<file path="src/rtl/pwm_deadtime_modulator.sv">
// Center-aligned PWM from a triangle count, split into complementary high/low drives with dead time.
// Optional build macro PWM_ABORT_FLAG_EN adds the sticky short_pulse abort flag output.
module pwm_deadtime_modulator #(
    parameter int N    = 8,
    parameter int DT_W = 4
) (
    input  logic            clk,
    input  logic            rst,
    input  logic            ena,
    input  logic [N-1:0]    tri_in,
    input  logic [N-1:0]    duty_in,
    input  logic            duty_valid,
    output logic            duty_ready,
    input  logic [DT_W-1:0] deadtime,
    output logic            out_hi,
    output logic            out_lo,
    output logic            valley,
    output logic [1:0]      state_dbg
`ifdef PWM_ABORT_FLAG_EN
    ,
    output logic            short_pulse
`endif
);

    typedef enum logic [1:0] {
        LO_ON   = 2'd0,
        DT_RISE = 2'd1,
        HI_ON   = 2'd2,
        DT_FALL = 2'd3
    } state_t;

    state_t          state;
    state_t          state_nxt;
    logic [DT_W-1:0] dt_cnt;
    logic [DT_W-1:0] dt_cnt_nxt;
    logic [N-1:0]    duty_active;
    logic [N-1:0]    pending;
    logic            pending_full;
    logic            raw;
    logic            at_valley;
    logic            accept;
    logic            load;

    // Handshake: a duty word transfers on any clk edge where duty_valid && duty_ready;
    // duty_ready depends only on the pending slot, never on duty_valid.
    assign duty_ready = !pending_full;
    assign accept     = duty_valid && duty_ready;
    assign at_valley  = ena && (tri_in == '0);
    assign load       = at_valley && pending_full;

    // accept needs an empty slot and load needs a full one, so they never coincide
    always_ff @(posedge clk or negedge rst) begin
        if (!rst) begin
            pending      <= '0;
            pending_full <= 1'b0;
            duty_active  <= '0;
        end else if (load) begin
            duty_active  <= pending;
            pending_full <= 1'b0;
        end else if (accept) begin
            pending      <= duty_in;
            pending_full <= 1'b1;
        end
    end

    always_ff @(posedge clk or negedge rst) begin
        if (!rst) begin
            raw    <= 1'b0;
            valley <= 1'b0;
        end else begin
            valley <= at_valley;
            if (ena) begin
                raw <= (tri_in < duty_active);
            end
        end
    end

    always_ff @(posedge clk or negedge rst) begin
        if (!rst) begin
            state  <= DT_FALL;
            dt_cnt <= '0;
        end else begin
            state  <= state_nxt;
            dt_cnt <= dt_cnt_nxt;
        end
    end

    // Dead-time states fall back to the side they came from if raw reverts before the gap ends
    always_comb begin
        state_nxt  = state;
        dt_cnt_nxt = dt_cnt;
        case (state)
            LO_ON: begin
                if (raw) begin
                    state_nxt  = DT_RISE;
                    dt_cnt_nxt = deadtime;
                end
            end
            DT_RISE: begin
                if (!raw) begin
                    state_nxt = LO_ON;
                end else if (dt_cnt == '0) begin
                    state_nxt = HI_ON;
                end else begin
                    dt_cnt_nxt = dt_cnt - DT_W'(1);
                end
            end
            HI_ON: begin
                if (!raw) begin
                    state_nxt  = DT_FALL;
                    dt_cnt_nxt = deadtime;
                end
            end
            DT_FALL: begin
                if (raw) begin
                    state_nxt = HI_ON;
                end else if (dt_cnt == '0) begin
                    state_nxt = LO_ON;
                end else begin
                    dt_cnt_nxt = dt_cnt - DT_W'(1);
                end
            end
            default: begin
                state_nxt  = DT_FALL;
                dt_cnt_nxt = '0;
            end
        endcase
    end

    assign out_hi    = (state == HI_ON);
    assign out_lo    = (state == LO_ON);
    assign state_dbg = state;

`ifdef PWM_ABORT_FLAG_EN
    logic abort;

    assign abort = ((state == DT_RISE) && !raw) || ((state == DT_FALL) && raw);

    always_ff @(posedge clk or negedge rst) begin
        if (!rst) begin
            short_pulse <= 1'b0;
        end else if (abort) begin
            short_pulse <= 1'b1;
        end
    end
`endif

endmodule

</file>
<file path="config.mk">
export PLATFORM = sky130hd
export DESIGN_NAME = pwm_deadtime_modulator
export DESIGN_NICKNAME = d
export VERILOG_FILES = /design/src/rtl/pwm_deadtime_modulator.sv
export SDC_FILE = /design/constraint.sdc
export NUM_CORES = 1
export LEC_CHECK = 0
export ABC_AREA = 1
export CAP_MARGIN = 10
export CELL_PAD_IN_SITES_DETAIL_PLACEMENT = 1
export CELL_PAD_IN_SITES_GLOBAL_PLACEMENT = 1
export CORE_ASPECT_RATIO = 0.75
export CORE_UTILIZATION = 38
export CTS_BUF_LIST = sky130_fd_sc_hd__clkbuf_4
export CTS_CLUSTER_SIZE = 16
export DETAILED_ROUTE_END_ITERATION = 8
export PLACE_DENSITY = 0.78
export SETUP_SLACK_MARGIN = 0.05
export SLEW_MARGIN = 20
export SYNTH_ARGS = -nofsm -noshare
export SYNTH_HDL_FRONTEND = slang
export SYNTH_SLANG_ARGS = --single-unit
</file>
<file path="constraint.sdc">
create_clock -name clk -period 1.5 [get_ports clk]
set_input_delay 0.375 -clock clk [delete_from_list [all_inputs] [get_ports clk]]
set_output_delay 0.375 -clock clk [all_outputs]
set_load 0.02 [all_outputs]
</file>
==> Word-level counts from Yosys, hierarchy flattened <==
Index checks and enable logic that the tools add are counted.
{ "word_totals": {"register_bits": 25, "latchBits": 0, "ram_bits": 0, "rom_bits": 0, "in_bits": 24, "output_inout_bits": 6, "word_cells": 45, "memories": 0} }
{ "classes": {"add_sub_neg": 1, "multipliers": 0, "div": 0, "order_cmp": 1, "n_eq_ne": 9, "shifts": 0, "muxes": 15, "bitwise": 1, "reduce_logical": 11} }
{ "op_table": {"columns": ["operator", "n"], "rows": [
  ["two-way mux 4 bit", 5],
  ["one-hot mux 4 bit (4 select lines)", 1],
  ["two-way mux 2 bit", 6],
  ["logical NOT 8 bit", 1],
  ["less-than comparator 8 bit", 1],
  ["one-hot mux 2 bit (4 select lines)", 1],
  ["AND reduction 4 bit", 2],
  ["!= test 2 bit (second input constant)", 3],
  ["!= test 3 bit (second input constant)", 2],
  ["== test 2 bit (second input constant)", 2],
  ["logical NOT 4 bit", 1],
  ["subtractor 4 x 1 -> 4 bit (second input constant)", 1],
  ["logical AND 1 bit", 3],
  ["== test 2 x 1 -> 1 bit (second input constant)", 1],
  ["logical NOT 2 bit", 1],
  ["two-way mux 1 bit", 2],
  ["!= test 2 x 1 -> 1 bit (second input constant)", 1],
  ["AND reduction 2 bit", 1],
  ["nonzero test 2 bit", 1],
  ["logical NOT 1 bit", 1],
  ["inverter 1 bit", 1]
]} }

==> Logic depth before layout (Yosys ltp) <==
{ "logic_depth": {"depth_word": 5, "depth_mapped": 9, "mapped_depth_nobuf": 9} }

==> Least setup slack after synthesis <==
No wires, ideal clock.
{ "synth_timing": {"path_type": "register to output", "startpoint": "register with a tool-made name", "endpoint": "output out_hi", "arrival_ps": 949, "required_ps": 1125, "setup_slack_ps": 176, "stages_incl_launch_ff": 3, "n_path_buf": 0, "cell_sequence": "dfstp_2 -> inv_1 -> nor2_1"} }
{ "synth_lines": {"columns": ["item", "line_no", "source"], "rows": [
  ["end: declaration", "15", "output logic out_hi,"]
]} }

==> impl_metrics.py <==
metrics = {
    "run_status": {
        "status": "finished with violations",
        "violations": "DRC, setup timing",
    },
    "logic_synthesis": {
        "yosys.cell_types.count": 23,
        "async_reset_ff_frac": 1.00,
        "yosysMostFrequentCell": "nand2_1",
        "synth_edf_count": 0,
        "seq_area_frac_synth": 0.481,
        "yosysTopAreaCellShare": 0.441,
        "ys_seq_elements": 25,
        "netlist_area_um2": 1310,
        "ys_warn_count": 0,
        "synthTopCellsByCount": "39 x nand2_1, 23 x dfrtp_1, 20 x inv_1, 11 x nor2_1, 10 x nand4_1",
        "syn_inst": 145,
        "synth_fp_nets": 177,
        "yosys-top-cells-area": "dfrtp_1 44%, nand2_1 11%, ha_1 7.7%",
        "synth_flop_cell": "dfrtp_1",
        "netlist.top_cell.by_area": "dfrtp_1",
        "avgSynthCellArea_um2": 9.00,
    },
    "cells_and_area": {
        "finalNetCount": 220,
        "synthToLayoutAreaGrowth_pct": 34.0,
        "drive_gt1_frac": 0.225,
        "diodes": 0,
        "fin_cells": 227,
        "nFillCells": 392,
    },
    "floorplanning": {
        "die_x_um": 69.7,
        "core_um2": 3290,
        "dieArea_um2": 3670,
        "start_util": 0.397,
        "rows": 18,
        "die_height_um": 52.8,
        "io-pin-count": 30,
    },
    "critical_path": {
        "path_cells": "inv_2 > nor2_1 > buf_4",
        "startpoint_type": "flop",
        "slowest_delay_ns": 0.59,
        "critPathRequiredTime_ns": 1.12,
        "slowest_stage": "dfstp_2",
        "worstSetupPathType": "flop to primary output",
        "worst_ep_arrival_time_ns": 1.19,
        "end_kind": "primary output",
        "ff2ff_path_depth": 6,
        "critPathMaxFanout": 3,
    },
    "min_path": {
        "hp-class": "input pin to asynchronous set/reset pin",
    },
    "run": {
        "drv_cap": 0,
    },
    "detailed_routing": {
        "drc": 2,
        "drtIter0Drc": 20,
        "ant_nets": 0,
        "via_per_inst": 4.78,
        "num_vias": 1086,
        "drtPass1Iterations": 6,
        "wl_per_cell_um": 13.0,
        "wirelength_mm": 2.96,
    },
    "placement": {
        "place.port_buffers": 29,
        "dp.cells": 222,
        "place.gp.congestion": 0.715,
        "dp_hpwl_mm": 2.37,
    },
    "cts": {
        "root_buffer": "clkbuf_4",
        "cts_made_buffers": 3,
        "cts_hold_buf": 0,
        "clkLatencyLatePin_ns": 0.32,
        "cts_sinks": 25,
        "h-tree-depth": 1,
        "cts_tree": "built",
        "cts.clk_slew.worst_paths_ns": 0.14,
        "cts_buffer_depth": 2,
    },
    "sta": {
        "slew_headroom": 0.818,
        "hold_viol": 0,
        "finalSetupViolCount": 2,
        "worst_slew_pin_slew_ns": 0.273,
        "period_share": 1.04,
        "rsz0062_at_grt": "yes",
        "finalMaxSlewViolations": 0,
        "worst_clock_skew_ns": 0.0111,
        "fmax_mhz": 641,
        "whs_ns": 0.234,
        "fin_crit_ns": 1.56,
        "setup_slack_ns": -0.0607,
    },
    "global_route": {
        "grt_start_max_net_pins": 14,
        "antenna_found_initial": 0,
        "track_usage": 0.171,
        "grt_pass1_wl_mm": 4.94,
        "grt_pass1_vias": 1127,
        "overflow": 0,
    },
    "power_and_ir_drop": {
        "p_leak_uw": 0.000880,
        "power.density_nw_per_um2": 1170,
        "peakVddDrop_mv": 0.681,
    },
}
-- worst paths after layout --
| check | startpoint | slack (ns) | to |
|---|---|---|---|
| worst max-delay path | flop | -0.06 | out_hi |
| worst min-delay path | rst | 0.23 | raw$_DFFE_PN0P_ |
| worst max register to register | state_dbg[0]$_DFFE_PN1P_ | 0.08 | dt_cnt[0]$_DFFE_PN0P_ |
| worst min register to register | duty_active[3]$_DFFE_PN0P_ | 0.49 | duty_active[3]$_DFFE_PN0P_ |
| max in group asynchronous | rst | 0.78 | state_dbg[0]$_DFFE_PN1P_ |
| min in group clk | duty_active[3]$_DFFE_PN0P_ | 0.49 | duty_active[3]$_DFFE_PN0P_ |
-- cell type report --
| class | count | area (µm²) | area share |
|---|---|---|---|
| clock buffer | 4 | 30.0 | 0.0172 |
| inverter | 21 | 78.8 | 0.0451 |
| multi-input combinational | 97 | 601 | 0.343 |
| sequential | 25 | 628 | 0.359 |
| tap | 40 | 50.0 | 0.0286 |
| timing repair buffer | 40 | 362 | 0.207 |
-- logic make-up (layout without fill, tap and decap cells) --
group	after synthesis	after routing	share of synthesized area
AOI/OAI and AO/OA	11	11	0.0451
and+or+nand+nor	68	68	0.245
muxes	9	9	0.0767
adders and majority gates	8	8	0.0767
DFF	25	25	0.481
xor gates and xnor gates	1	1	0.00671
buffers and inverters	23	65	0.0681
-- critical path, delay by kind of cell (launching register included) --
| kind | cells | cell delay, ns |
|---|---|---|
| DFF | 1 | 0.59 |
| buffers and inverters | 2 | 0.20 |
| and+or+nand+nor | 1 | 0.08 |
-- power by group --
part | switching (µW) | internal [µW] | total (µW)
logic | 446 | 391 | 837
clock network | 197 | 122 | 319
registers | 88.2 | 803 | 891
-- per-layer routing --
metal | global-route usage | up-vias | part of all wire
met2 | 0.288 | 18 | 0.47
met3 | 0.0250 | 2 | 0.027
met4 | 0.0600 | 0 | 0.0024
met5 | 0 | - | 0
li1 | - | 550 | -
met1 | 0.229 | 516 | 0.50
-- state kept, by name, summed over array words and instances (netlist names), named ones only --
| register | flops |
|---|---|
| pending | 8 |
| raw | 1 |
| dt_cnt | 4 |
| state_dbg | 1 |
| pending_full | 1 |
| valley | 1 |
| duty_active | 8 |
-- cells in the final DEF (no fill, tap or decap) --
master and n:
inv_2 4, o21ai_4 1, clkdlybuf4s50_1 23, dfrtp_1 23, nor2_2 1, and3_1 1
nand2_2 1, buf_4 12, buf_6 2, nand2_1 39, nor3_4 1, clkbuf_4 4
nand3_4 1, dlygate4sd2_1 1, or2_2 1, inv_1 17, mux2_2 8, ha_2 1
nor2_1 10, buf_2 2, mux2i_1 1, dfstp_2 2, ha_1 7, xor2_1 1
nand4_1 10, and2_2 1, o21ai_0 5, a21oi_1 3, o21ai_1 2, nand3_1 2
-- metrics by stage --
step	TNS, ns	power (µW)	setup slack, ns	utilization	cell area [µm²]
after global routing	-0.218	2190	-0.110	0.532	1750
after floorplan	0	1310	0.176	-	1310
after detailed placement	-1.59	1680	-0.215	0.520	1710
after global placement	-1.19	1630	-0.135	0.520	1710
after CTS	-0.101	2040	-0.0690	0.529	1740
final	-0.107	2050	-0.0607	0.532	1750
-- timing repair --
item | CTS | global route
endpoints found under the hold margin | 0 | 0
pin swaps | 0 | 1
resized for setup | 27 | 5
buffers inserted | 1 | 0
setup endpoints to repair | 6 | 8
gates cloned | 0 | 0
Power figures use the tool's default switching activity.
